--- config.mk ---
export PLATFORM = sky130hd
export DESIGN_NAME = event_trigger_arbiter
export DESIGN_NICKNAME = d
export VERILOG_FILES = /design/src/rtl/event_trigger_arbiter.sv
export SDC_FILE = /design/constraint.sdc
export NUM_CORES = 1
export LEC_CHECK = 0
export BUFFER_PORTS_ARGS = -buffer_cell sky130_fd_sc_hd__buf_2
export CAP_MARGIN = 30
export CORE_MARGIN = 2
export CORE_UTILIZATION = 36
export CTS_CLUSTER_DIAMETER = 80
export DETAILED_ROUTE_END_ITERATION = 6
export PLACE_DENSITY = 0.63
export SETUP_SLACK_MARGIN = 0.5
export SLEW_MARGIN = 10
export SYNTH_ARGS = -nofsm -noshare
export SYNTH_HDL_FRONTEND = slang
export SYNTH_SLANG_ARGS = --single-unit
--- constraint.sdc ---
create_clock -name clk -period 2.5 [get_ports clk]
set_input_delay 0.5 -clock clk [delete_from_list [all_inputs] [get_ports clk]]
set_output_delay 0.5 -clock clk [all_outputs]
set_load 0.01 [all_outputs]
--- src/rtl/event_trigger_arbiter.sv ---
// Event trigger arbiter.
// Captures masked event levels into per-source pending slots with a timestamp.
// Pending slots are issued through a registered valid/ready output stage in
// round-robin order. Repeat events on an already-pending source are counted
// as drops, and the drop counters saturate.
module event_trigger_arbiter #(
  parameter int N_SRC = 4,
  parameter int CNT_W = 8,
  parameter int TS_W  = 16
) (
  input  logic                   clk,
  input  logic                   rst,
  input  logic [N_SRC-1:0]       src_level,
  input  logic [N_SRC-1:0]       src_mask,
  output logic                   trig_valid,
  input  logic                   trig_ready,
  output logic [$clog2(N_SRC)-1:0] trig_id,
  output logic [TS_W-1:0]        trig_ts,
  output logic [N_SRC-1:0]       pending,
  output logic [N_SRC*CNT_W-1:0] drop_cnt,
  output logic                   busy
);

  localparam int ID_W = $clog2(N_SRC);

  logic [TS_W-1:0]  r_ts;
  logic [ID_W-1:0]  r_rr_ptr;
  logic             r_valid;
  logic [ID_W-1:0]  r_id;
  logic [TS_W-1:0]  r_out_ts;

  logic [N_SRC-1:0] w_fire;
  logic [N_SRC-1:0] w_take;
  logic [N_SRC-1:0] w_pending;
  logic [TS_W-1:0]  w_slot_ts [N_SRC];
  logic             w_load;
  logic             w_any;
  logic [ID_W-1:0]  w_sel;
  logic [ID_W-1:0]  w_rr_next;

  // Free-running timestamp, wraps naturally at 2^TS_W.
  always_ff @(posedge clk) begin
    if (rst) r_ts <= '0;
    else     r_ts <= r_ts + 1'b1;
  end

  // The output register may take a new record when empty or being retired.
  assign w_load = ~r_valid | trig_ready;
  assign w_any  = |w_pending;

  // Round-robin pick over registered pending bits, starting at r_rr_ptr.
  // Scanning from the farthest offset down lets the nearest hit win.
  always_comb begin
    logic [ID_W:0] v_idx;
    w_sel = '0;
    v_idx = '0;
    for (int off = N_SRC - 1; off >= 0; off--) begin
      v_idx = {1'b0, r_rr_ptr} + (ID_W+1)'(off);
      if (v_idx >= (ID_W+1)'(N_SRC)) v_idx = v_idx - (ID_W+1)'(N_SRC);
      if (w_pending[v_idx[ID_W-1:0]]) w_sel = v_idx[ID_W-1:0];
    end
  end

  assign w_rr_next = (w_sel == ID_W'(N_SRC - 1)) ? '0 : w_sel + 1'b1;

  genvar gi;
  generate
    for (gi = 0; gi < N_SRC; gi++) begin : g_src
      logic             r_pend;
      logic [TS_W-1:0]  r_slot;
      logic [CNT_W-1:0] r_drop;

      assign w_fire[gi] = src_level[gi] & src_mask[gi];
      assign w_take[gi] = w_load & w_any & (w_sel == ID_W'(gi));

      // Slot capture: a new event is accepted when the slot is free or is
      // being handed to the output this cycle; otherwise it is a drop.
      always_ff @(posedge clk) begin
        if (rst) begin
          r_pend <= 1'b0;
          r_slot <= '0;
          r_drop <= '0;
        end else if (w_fire[gi] && (!r_pend || w_take[gi])) begin
          r_pend <= 1'b1;
          r_slot <= r_ts;
        end else if (w_fire[gi]) begin
          if (r_drop != {CNT_W{1'b1}}) r_drop <= r_drop + 1'b1;
        end else if (w_take[gi]) begin
          r_pend <= 1'b0;
        end
      end

      assign w_pending[gi]                 = r_pend;
      assign w_slot_ts[gi]                 = r_slot;
      assign drop_cnt[gi*CNT_W +: CNT_W]   = r_drop;
    end
  endgenerate

  // Output record register and round-robin pointer advance on each grant.
  always_ff @(posedge clk) begin
    if (rst) begin
      r_valid  <= 1'b0;
      r_id     <= '0;
      r_out_ts <= '0;
      r_rr_ptr <= '0;
    end else if (w_load) begin
      r_valid <= w_any;
      if (w_any) begin
        r_id     <= w_sel;
        r_out_ts <= w_slot_ts[w_sel];
        r_rr_ptr <= w_rr_next;
      end
    end
  end

  assign trig_valid = r_valid;
  assign trig_id    = r_id;
  assign trig_ts    = r_out_ts;
  assign pending    = w_pending;
  assign busy       = r_valid | w_any;

endmodule

# Yosys cells after proc, flatten, opt, wreduce, memory -nomap -nowiden
# Index checks and enable logic that the tools add are counted.
# word_totals
ff_bits	137
latchBits	0
ramBits	0
mem_bits_ro	0
input_bits	11
output_inout_bits	56
wordCells	126
n_memories	0
# op_classes
n_addsub	13
n_mul	0
div_mod_pow	0
n_lt_le_gt_ge	9
n_eq_ne	11
n_shift	0
mux	32
bitwise	17
reduce_logical	27
# op_table
op	n
$add 8x1->8 const B	4
$bmux 16 s2	1
$mux 16	2
$ne 8x8->1 const B	4
$mux 2	9
$add 16x1->16 const B	1
$mux 1	16
$ge 3x3->1 const B	4
$lt 2x3->1 const B	4
$reduce_and 3->1	4
$reduce_and 2->1	5
$and 1x1->1	9
$bmux 1 s2	4
$ne 2x1->1 const B	4
$reduce_bool 2->1	4
$sub 2x1->2 const B	4
$add 2x2->3 const B	2
$not 1->1	5
$eq 2x2->1 const B	2
$logic_and 1x1->1	4
$logic_not 1->1	4
$logic_or 1x1->1	4
$reduce_or 4->1	1
$add 2x1->3 const B	1
6 further kinds	7

# Longest topological paths before layout
# logic_depth
depth_word	15
ltp_mapped	13
depth_no_buf	9

# Worst setup path before layout
# OpenSTA, ideal clock, no wires.
# synth_timing
path_type	flip-flop to flip-flop
from	register g_src[1].r_pend
to	register g_src[3].r_slot[10]
setup_time_ps	70
arrival_time_ps	2604
required_time_ps	2430
slack_ps	-174
path_stages_with_launch	14
path_cell_list	dfxtp_1 buf_2 a21boi_2 o22ai_4 nor2_4 buf_6 ha_1 inv_1 o21ai_0 nor2b_1 clkbuf_1 clkbuf_1 nand2_1 a21oi_1
# synth_between
elab_chain_cells	10
word_cells_on_any_way	18
# synth_lines
element	line	rtl
start, declared	69	logic r_pend;
start signal, assigned	80	r_pend <= 1'b0;
start signal, assigned	84	r_pend <= 1'b1;
start signal, assigned	89	r_pend <= 1'b0;
$bmux 1 s2	60	if (w_pending[v_idx[ID_W-1:0]]) w_sel = v_idx[ID_W-1:0];
$mux 1 (implied by the code)	60	
$mux 2 (4 in series)	60	
$eq 2x2->1	74	assign w_take[gi] = w_load & w_any & (w_sel == ID_W'(gi));
$and 1x1->1 *	74	
$logic_or 1x1->1 *	83	end else if (w_fire[gi] && (!r_pend || w_take[gi])) begin
$logic_and 1x1->1 *	83	
end signal, assigned	85	r_slot <= r_ts;
end, declared	70	logic [TS_W-1:0] r_slot;
# Every way passes the cells marked *; elsewhere a longest branch is shown, timed or not. The select of a mux whose other input is x is not followed.
# A chain may end at the register's enable or synchronous reset.

# Worst setup path in the final report
# layout_timing
from	register g_src[2].r_pend
to	output port busy
# layout_between
elab_chain_cells	2
# layout_lines
element	line	rtl
start, declared	69	
start signal, assigned	80	
start signal, assigned	84	
start signal, assigned	89	
$reduce_or 4->1	49	assign w_any = |w_pending;
$or 1x1->1	120	assign busy = r_valid | w_any;
end, declared	21	output logic busy
# No other way between the ends.

==> metrics.txt <==
# TYPE chip_impl_metric gauge
chip_impl_metric{name="path_clk_slew",unit="ns"} 0.07
chip_impl_metric{name="layout-drive-gt1-share",unit=""} 0.280
chip_impl_info{name="timing.critical_path.to_type",value="output pin"} 1
chip_impl_info{name="synth_area_leaders",value="sky130_fd_sc_hd__dfxtp_1, sky130_fd_sc_hd__mux2i_1, sky130_fd_sc_hd__nand2b_1"} 1
chip_impl_metric{name="fraction_of_synthesis_flops_using_an_asynchronous_set_or_reset_pin",unit=""} 0
chip_impl_metric{name="seq_area_frac_synth",unit=""} 0.431
chip_impl_metric{name="netlist_area",unit="sq um"} 6360
chip_impl_metric{name="viasPerCell",unit=""} 5.22
chip_impl_metric{name="cpPeakStageDelay",unit="ns"} 0.40
chip_impl_metric{name="starting_density_of_the_core",unit=""} 0.368
chip_impl_metric{name="post_synth.cell_area_avg",unit="sq um"} 9.04
chip_impl_metric{name="swShare",unit=""} 0.258
chip_impl_metric{name="vdd_drop_max",unit="uV"} 577
chip_impl_metric{name="seqPwrFrac",unit=""} 0.422
chip_impl_metric{name="finalMaxSlewViolations",unit=""} 0
chip_impl_metric{name="power_per_cell_area",unit="nW/um^2"} 665
chip_impl_metric{name="met3RoutedLength",unit="microns"} 673
chip_impl_metric{name="internal-power",unit="mW"} 3.96
chip_impl_metric{name="power.clock.fraction",unit=""} 0.474
chip_impl_metric{name="cts.path.max_buffers",unit=""} 2
chip_impl_metric{name="worstPathMaxFanout",unit=""} 7
chip_impl_info{name="slowest_stage",value="sky130_fd_sc_hd__dfxtp_4"} 1
chip_impl_metric{name="worst_ep_arrival_time",unit="ns"} 1.58
chip_impl_metric{name="number_of_synthesis_warnings",unit=""} 0
chip_impl_info{name="outcome",value="complete, no violations"} 1
chip_impl_info{name="min_path_type",value="in2reg"} 1
chip_impl_metric{name="fin_skew",unit="ns"} 0.0121
chip_impl_metric{name="dr.pass1.iters",unit=""} 4
chip_impl_metric{name="setup_viol_count_final",unit=""} 0
chip_impl_metric{name="floorplan.io_pins",unit=""} 67
chip_impl_info{name="synthMostInstantiatedCell",value="sky130_fd_sc_hd__dfxtp_1"} 1
chip_impl_metric{name="total_clock_buffers_created_by_cts",unit=""} 17
chip_impl_info{name="worstReg2RegEnd",value="g_src[3].r_slot[11]$_SDFFE_PP0P_"} 1
chip_impl_metric{name="library_cells_used_by_synthesis",unit=""} 57
chip_impl_metric{name="fp.dieH",unit="microns"} 137
chip_impl_metric{name="largest_net_degree_at_the_start_of_global_routing",unit=""} 62
chip_impl_metric{name="gp_congestion",unit=""} 0.798
chip_impl_metric{name="number_of_placement_rows",unit=""} 48
chip_impl_metric{name="avgRoutedWirePerCell",unit="microns"} 16.0
chip_impl_metric{name="global_route_usage_sum",unit=""} 0.176
chip_impl_metric{name="synthDominantCellAreaShare",unit=""} 0.431
chip_impl_metric{name="worstRegToRegCells",unit=""} 11
chip_impl_metric{name="drtIter0Drc",unit=""} 349
chip_impl_metric{name="mappedNetlistNets",unit=""} 721
chip_impl_metric{name="fp.dieW",unit="microns"} 137
chip_impl_info{name="regToRegStartpoint",value="g_src[0].r_pend$_SDFFE_PP0P_"} 1
chip_impl_metric{name="synth_cells",unit=""} 704
chip_impl_info{name="synth-main-ff-cell",value="sky130_fd_sc_hd__dfxtp_1"} 1
chip_impl_info{name="synth_commonest_cells",value="sky130_fd_sc_hd__dfxtp_1, sky130_fd_sc_hd__a21oi_1, sky130_fd_sc_hd__o21ai_0"} 1
chip_impl_info{name="worst_setup_path_start_kind",value="register"} 1
chip_impl_metric{name="timing_worst_slew_pin_value",unit="ns"} 0.834
chip_impl_metric{name="place.port_buffers",unit=""} 66
chip_impl_metric{name="nets",unit=""} 800
chip_impl_metric{name="setup-tns-final",unit="ns"} 0
chip_impl_metric{name="whs_path_depth",unit=""} 3
chip_impl_metric{name="max_slew_margin",unit=""} 0.442
chip_impl_metric{name="finalNonFillerCells",unit=""} 1022
chip_impl_info{name="highest_layer",value="met4"} 1
chip_impl_metric{name="grt_first_pass_wirelength",unit="microns"} 25800
chip_impl_info{name="path_cells",value="nor4_4 > or2b_1 > buf_2"} 1
chip_impl_metric{name="via_count_of_the_first_global_routing_pass",unit=""} 5006
chip_impl_metric{name="clk_latency",unit="ns"} 0.42
chip_impl_metric{name="timing.reg2reg.setup_slack",unit="ns"} 0.49
chip_impl_metric{name="hold-worst-slack",unit="ns"} 0.426
chip_impl_metric{name="leakagePower",unit="nW"} 3.09
chip_impl_metric{name="cap_violations",unit=""} 0
chip_impl_info{name="cts_tree",value="yes"} 1
chip_impl_metric{name="m1WireLength",unit="microns"} 7640
chip_impl_metric{name="hpwlAfterDp",unit="microns"} 9950
chip_impl_info{name="rsz_0062_raised_after_global_routing",value="yes"} 1
chip_impl_metric{name="core_area",unit="sq um"} 17300
chip_impl_metric{name="post-layout-total-power",unit="mW"} 5.34
chip_impl_info{name="setup.worst_path.class",value="reg2out"} 1
chip_impl_metric{name="post_layout_minimum_cycle_time",unit="ns"} 2.08
chip_impl_info{name="synth_largest_area_cell",value="sky130_fd_sc_hd__dfxtp_1"} 1
chip_impl_info{name="cts-root-buf",value="sky130_fd_sc_hd__clkbuf_16"} 1
chip_impl_metric{name="p_switching",unit="mW"} 1.38
chip_impl_metric{name="overflow",unit=""} 0
chip_impl_metric{name="wl",unit="microns"} 16300
chip_impl_info{name="hp-start",value="trig_ready"} 1
chip_impl_metric{name="vias",unit=""} 5336
chip_impl_metric{name="initial_antenna_violation_count",unit=""} 1
chip_impl_info{name="hold_end",value="trig_valid$_SDFFE_PP0P_"} 1
chip_impl_metric{name="ant_nets",unit=""} 0
chip_impl_metric{name="cts_max_level",unit=""} 4
chip_impl_metric{name="cp.required",unit="ns"} 2.00
chip_impl_metric{name="post-route-period-util",unit=""} 0.830
chip_impl_metric{name="route.detailed.drc",unit=""} 0
chip_impl_metric{name="hold_viol",unit=""} 0
chip_impl_metric{name="number_of_synthesized_flops_with_an_enable_pin",unit=""} 0
chip_impl_metric{name="floorplan.die_area",unit="sq um"} 18800
chip_impl_metric{name="ys_ff_latch",unit=""} 137
chip_impl_metric{name="fmaxAchievable",unit="MHz"} 482
chip_impl_metric{name="combinationalPowerShare",unit=""} 0.104
chip_impl_metric{name="cts.sinks",unit=""} 137
chip_impl_metric{name="wl_met2",unit="microns"} 7730
chip_impl_metric{name="n_fill_cell",unit=""} 1655
chip_impl_metric{name="area_delta_synth_final",unit="%"} 26.0
chip_impl_metric{name="number_of_cells_in_the_design_after_placement",unit=""} 968
-- through the flow --
step | area (sq um) | setup WS, ns | util
floorplan | 6480 | 0.300 | -
global placement | 7000 | 0.296 | 0.405
detailed placement | 7000 | 0.249 | 0.405
CTS | 7710 | 0.374 | 0.446
global route | 8020 | 0.374 | 0.464
finish | 8020 | 0.425 | 0.464
-- how the worst max path moves through the flow --
stage | from | to | slack (ns) | cells after the start
6_report | g_src[2].r_pend$_SDFFE_PP0P_ | busy | 0.42 | 3
5_1_grt | g_src[3].r_pend$_SDFFE_PP0P_ | busy | 0.37 | 3
4_1_cts | g_src[0].r_pend$_SDFFE_PP0P_ | busy | 0.37 | 4
3_5_place_dp | r_rr_ptr[1]$_SDFFE_PP0P_ | g_src[3].r_drop[5]$_SDFFE_PP0P_ | 0.25 | 9
3_3_place_gp | r_rr_ptr[1]$_SDFFE_PP0P_ | g_src[3].r_drop[5]$_SDFFE_PP0P_ | 0.30 | 9
2_1_floorplan | g_src[1].r_pend$_SDFFE_PP0P_ | g_src[3].r_slot[11]$_SDFFE_PP0P_ | 0.30 | 13
-- per-layer routing --
| layer | track usage | vias up |
|---|---|---|
| met2 | 0.277 | 93 |
| li1 | - | 2674 |
| met5 | 0 | - |
| met1 | 0.235 | 2544 |
| met4 | 0.0659 | 0 |
| met3 | 0.0404 | 25 |
-- power by group through the flow --
stage / clock, mW / combinational, mW / sequential [mW]
CTS: 2.57 / 0.497 / 2.25
detailed placement: 0 / 0.457 / 2.31
global placement: 0 / 0.452 / 2.31
finish: 2.53 / 0.556 / 2.25
floorplan: 0 / 0.348 / 2.29
global route: 2.68 / 0.597 / 2.26
-- timing repair --
action,CTS,global route
cloned,1,1
resized for setup,15,61
setup endpoints to repair,103,80
buffers inserted,9,10
pin swaps,2,19
hold buffers,0,0
-- critical path, delay by kind of cell (launching register included) --
family,cells,cell delay [ns]
flops,1,0.40
simple gates,2,0.61
buf+inv,1,0.14
-- sequential cells by signal, summed over array words and instances, names as in the netlist --
name          cells
g_src.r_drop     32
g_src.r_pend      4
g_src.r_slot     64
r_rr_ptr          2
r_ts             16
trig_id           2
trig_ts          16
trig_valid        1
-- cell usage in the layout (no fill, tap or decap), types with 3 or more instances in the layout --
cell type                    synthesis  layout
sky130_fd_sc_hd__nand2_2             0       4
sky130_fd_sc_hd__o21ai_0            57      55
sky130_fd_sc_hd__nand2_4             0       7
sky130_fd_sc_hd__inv_6               0       6
sky130_fd_sc_hd__nor3_1              4       3
sky130_fd_sc_hd__inv_1               4       3
sky130_fd_sc_hd__clkbuf_16           0      17
sky130_fd_sc_hd__buf_2               8      65
sky130_fd_sc_hd__mux2_2             10      10
sky130_fd_sc_hd__o21ai_1             5       4
sky130_fd_sc_hd__nand3_1            36      35
sky130_fd_sc_hd__or3_1               5       5
sky130_fd_sc_hd__and4_1              4       4
sky130_fd_sc_hd__nand2_1            55      44
sky130_fd_sc_hd__a21oi_1            62      48
sky130_fd_sc_hd__xor2_1             13      13
sky130_fd_sc_hd__and3_1              4       4
sky130_fd_sc_hd__or4_1              13      13
sky130_fd_sc_hd__a221o_1            16      16
sky130_fd_sc_hd__dfxtp_4             0       6
sky130_fd_sc_hd__buf_4               8      35
sky130_fd_sc_hd__xnor2_1             9       9
sky130_fd_sc_hd__nor2_1             36      35
sky130_fd_sc_hd__mux2_4              7       7
sky130_fd_sc_hd__a21oi_2             0      14
sky130_fd_sc_hd__o31ai_1            13      13
sky130_fd_sc_hd__clkinvlp_4          0       3
sky130_fd_sc_hd__dfxtp_1           137     130
sky130_fd_sc_hd__nand2b_1           52      51
sky130_fd_sc_hd__mux2i_1            35      34
sky130_fd_sc_hd__nand4_1            11      11
sky130_fd_sc_hd__ha_1                6       4
sky130_fd_sc_hd__nor2b_1            25      24
sky130_fd_sc_hd__buf_6               3       6
-- logic make-up (layout without fill, tap and decap cells) --
family          after synthesis  after routing  synth area share
fa+ha+maj                     6              6            0.0118
other cells                   0              1                 0
simple gates                260            260             0.226
flops                       137            137             0.431
mux                          53             53            0.0910
compound gates              171            172             0.168
buf+inv                      55            146            0.0423
xor+xnor                     22             22            0.0303
-- final cells by class --
| type | count | area [sq um] | share of cell area |
|---|---|---|---|
| Timing Repair Buffer | 109 | 706 | 0.0880 |
| Antenna cell | 1 | 2.50 | 0.000312 |
| Multi-Input combinational cell | 513 | 3630 | 0.453 |
| Clock inverter | 12 | 136 | 0.0170 |
| Tap cell | 225 | 282 | 0.0351 |
| Clock buffer | 20 | 457 | 0.0570 |
| Inverter | 5 | 36.3 | 0.00452 |
| Sequential cell | 137 | 2770 | 0.345 |
Power figures use the tool's default switching activity.
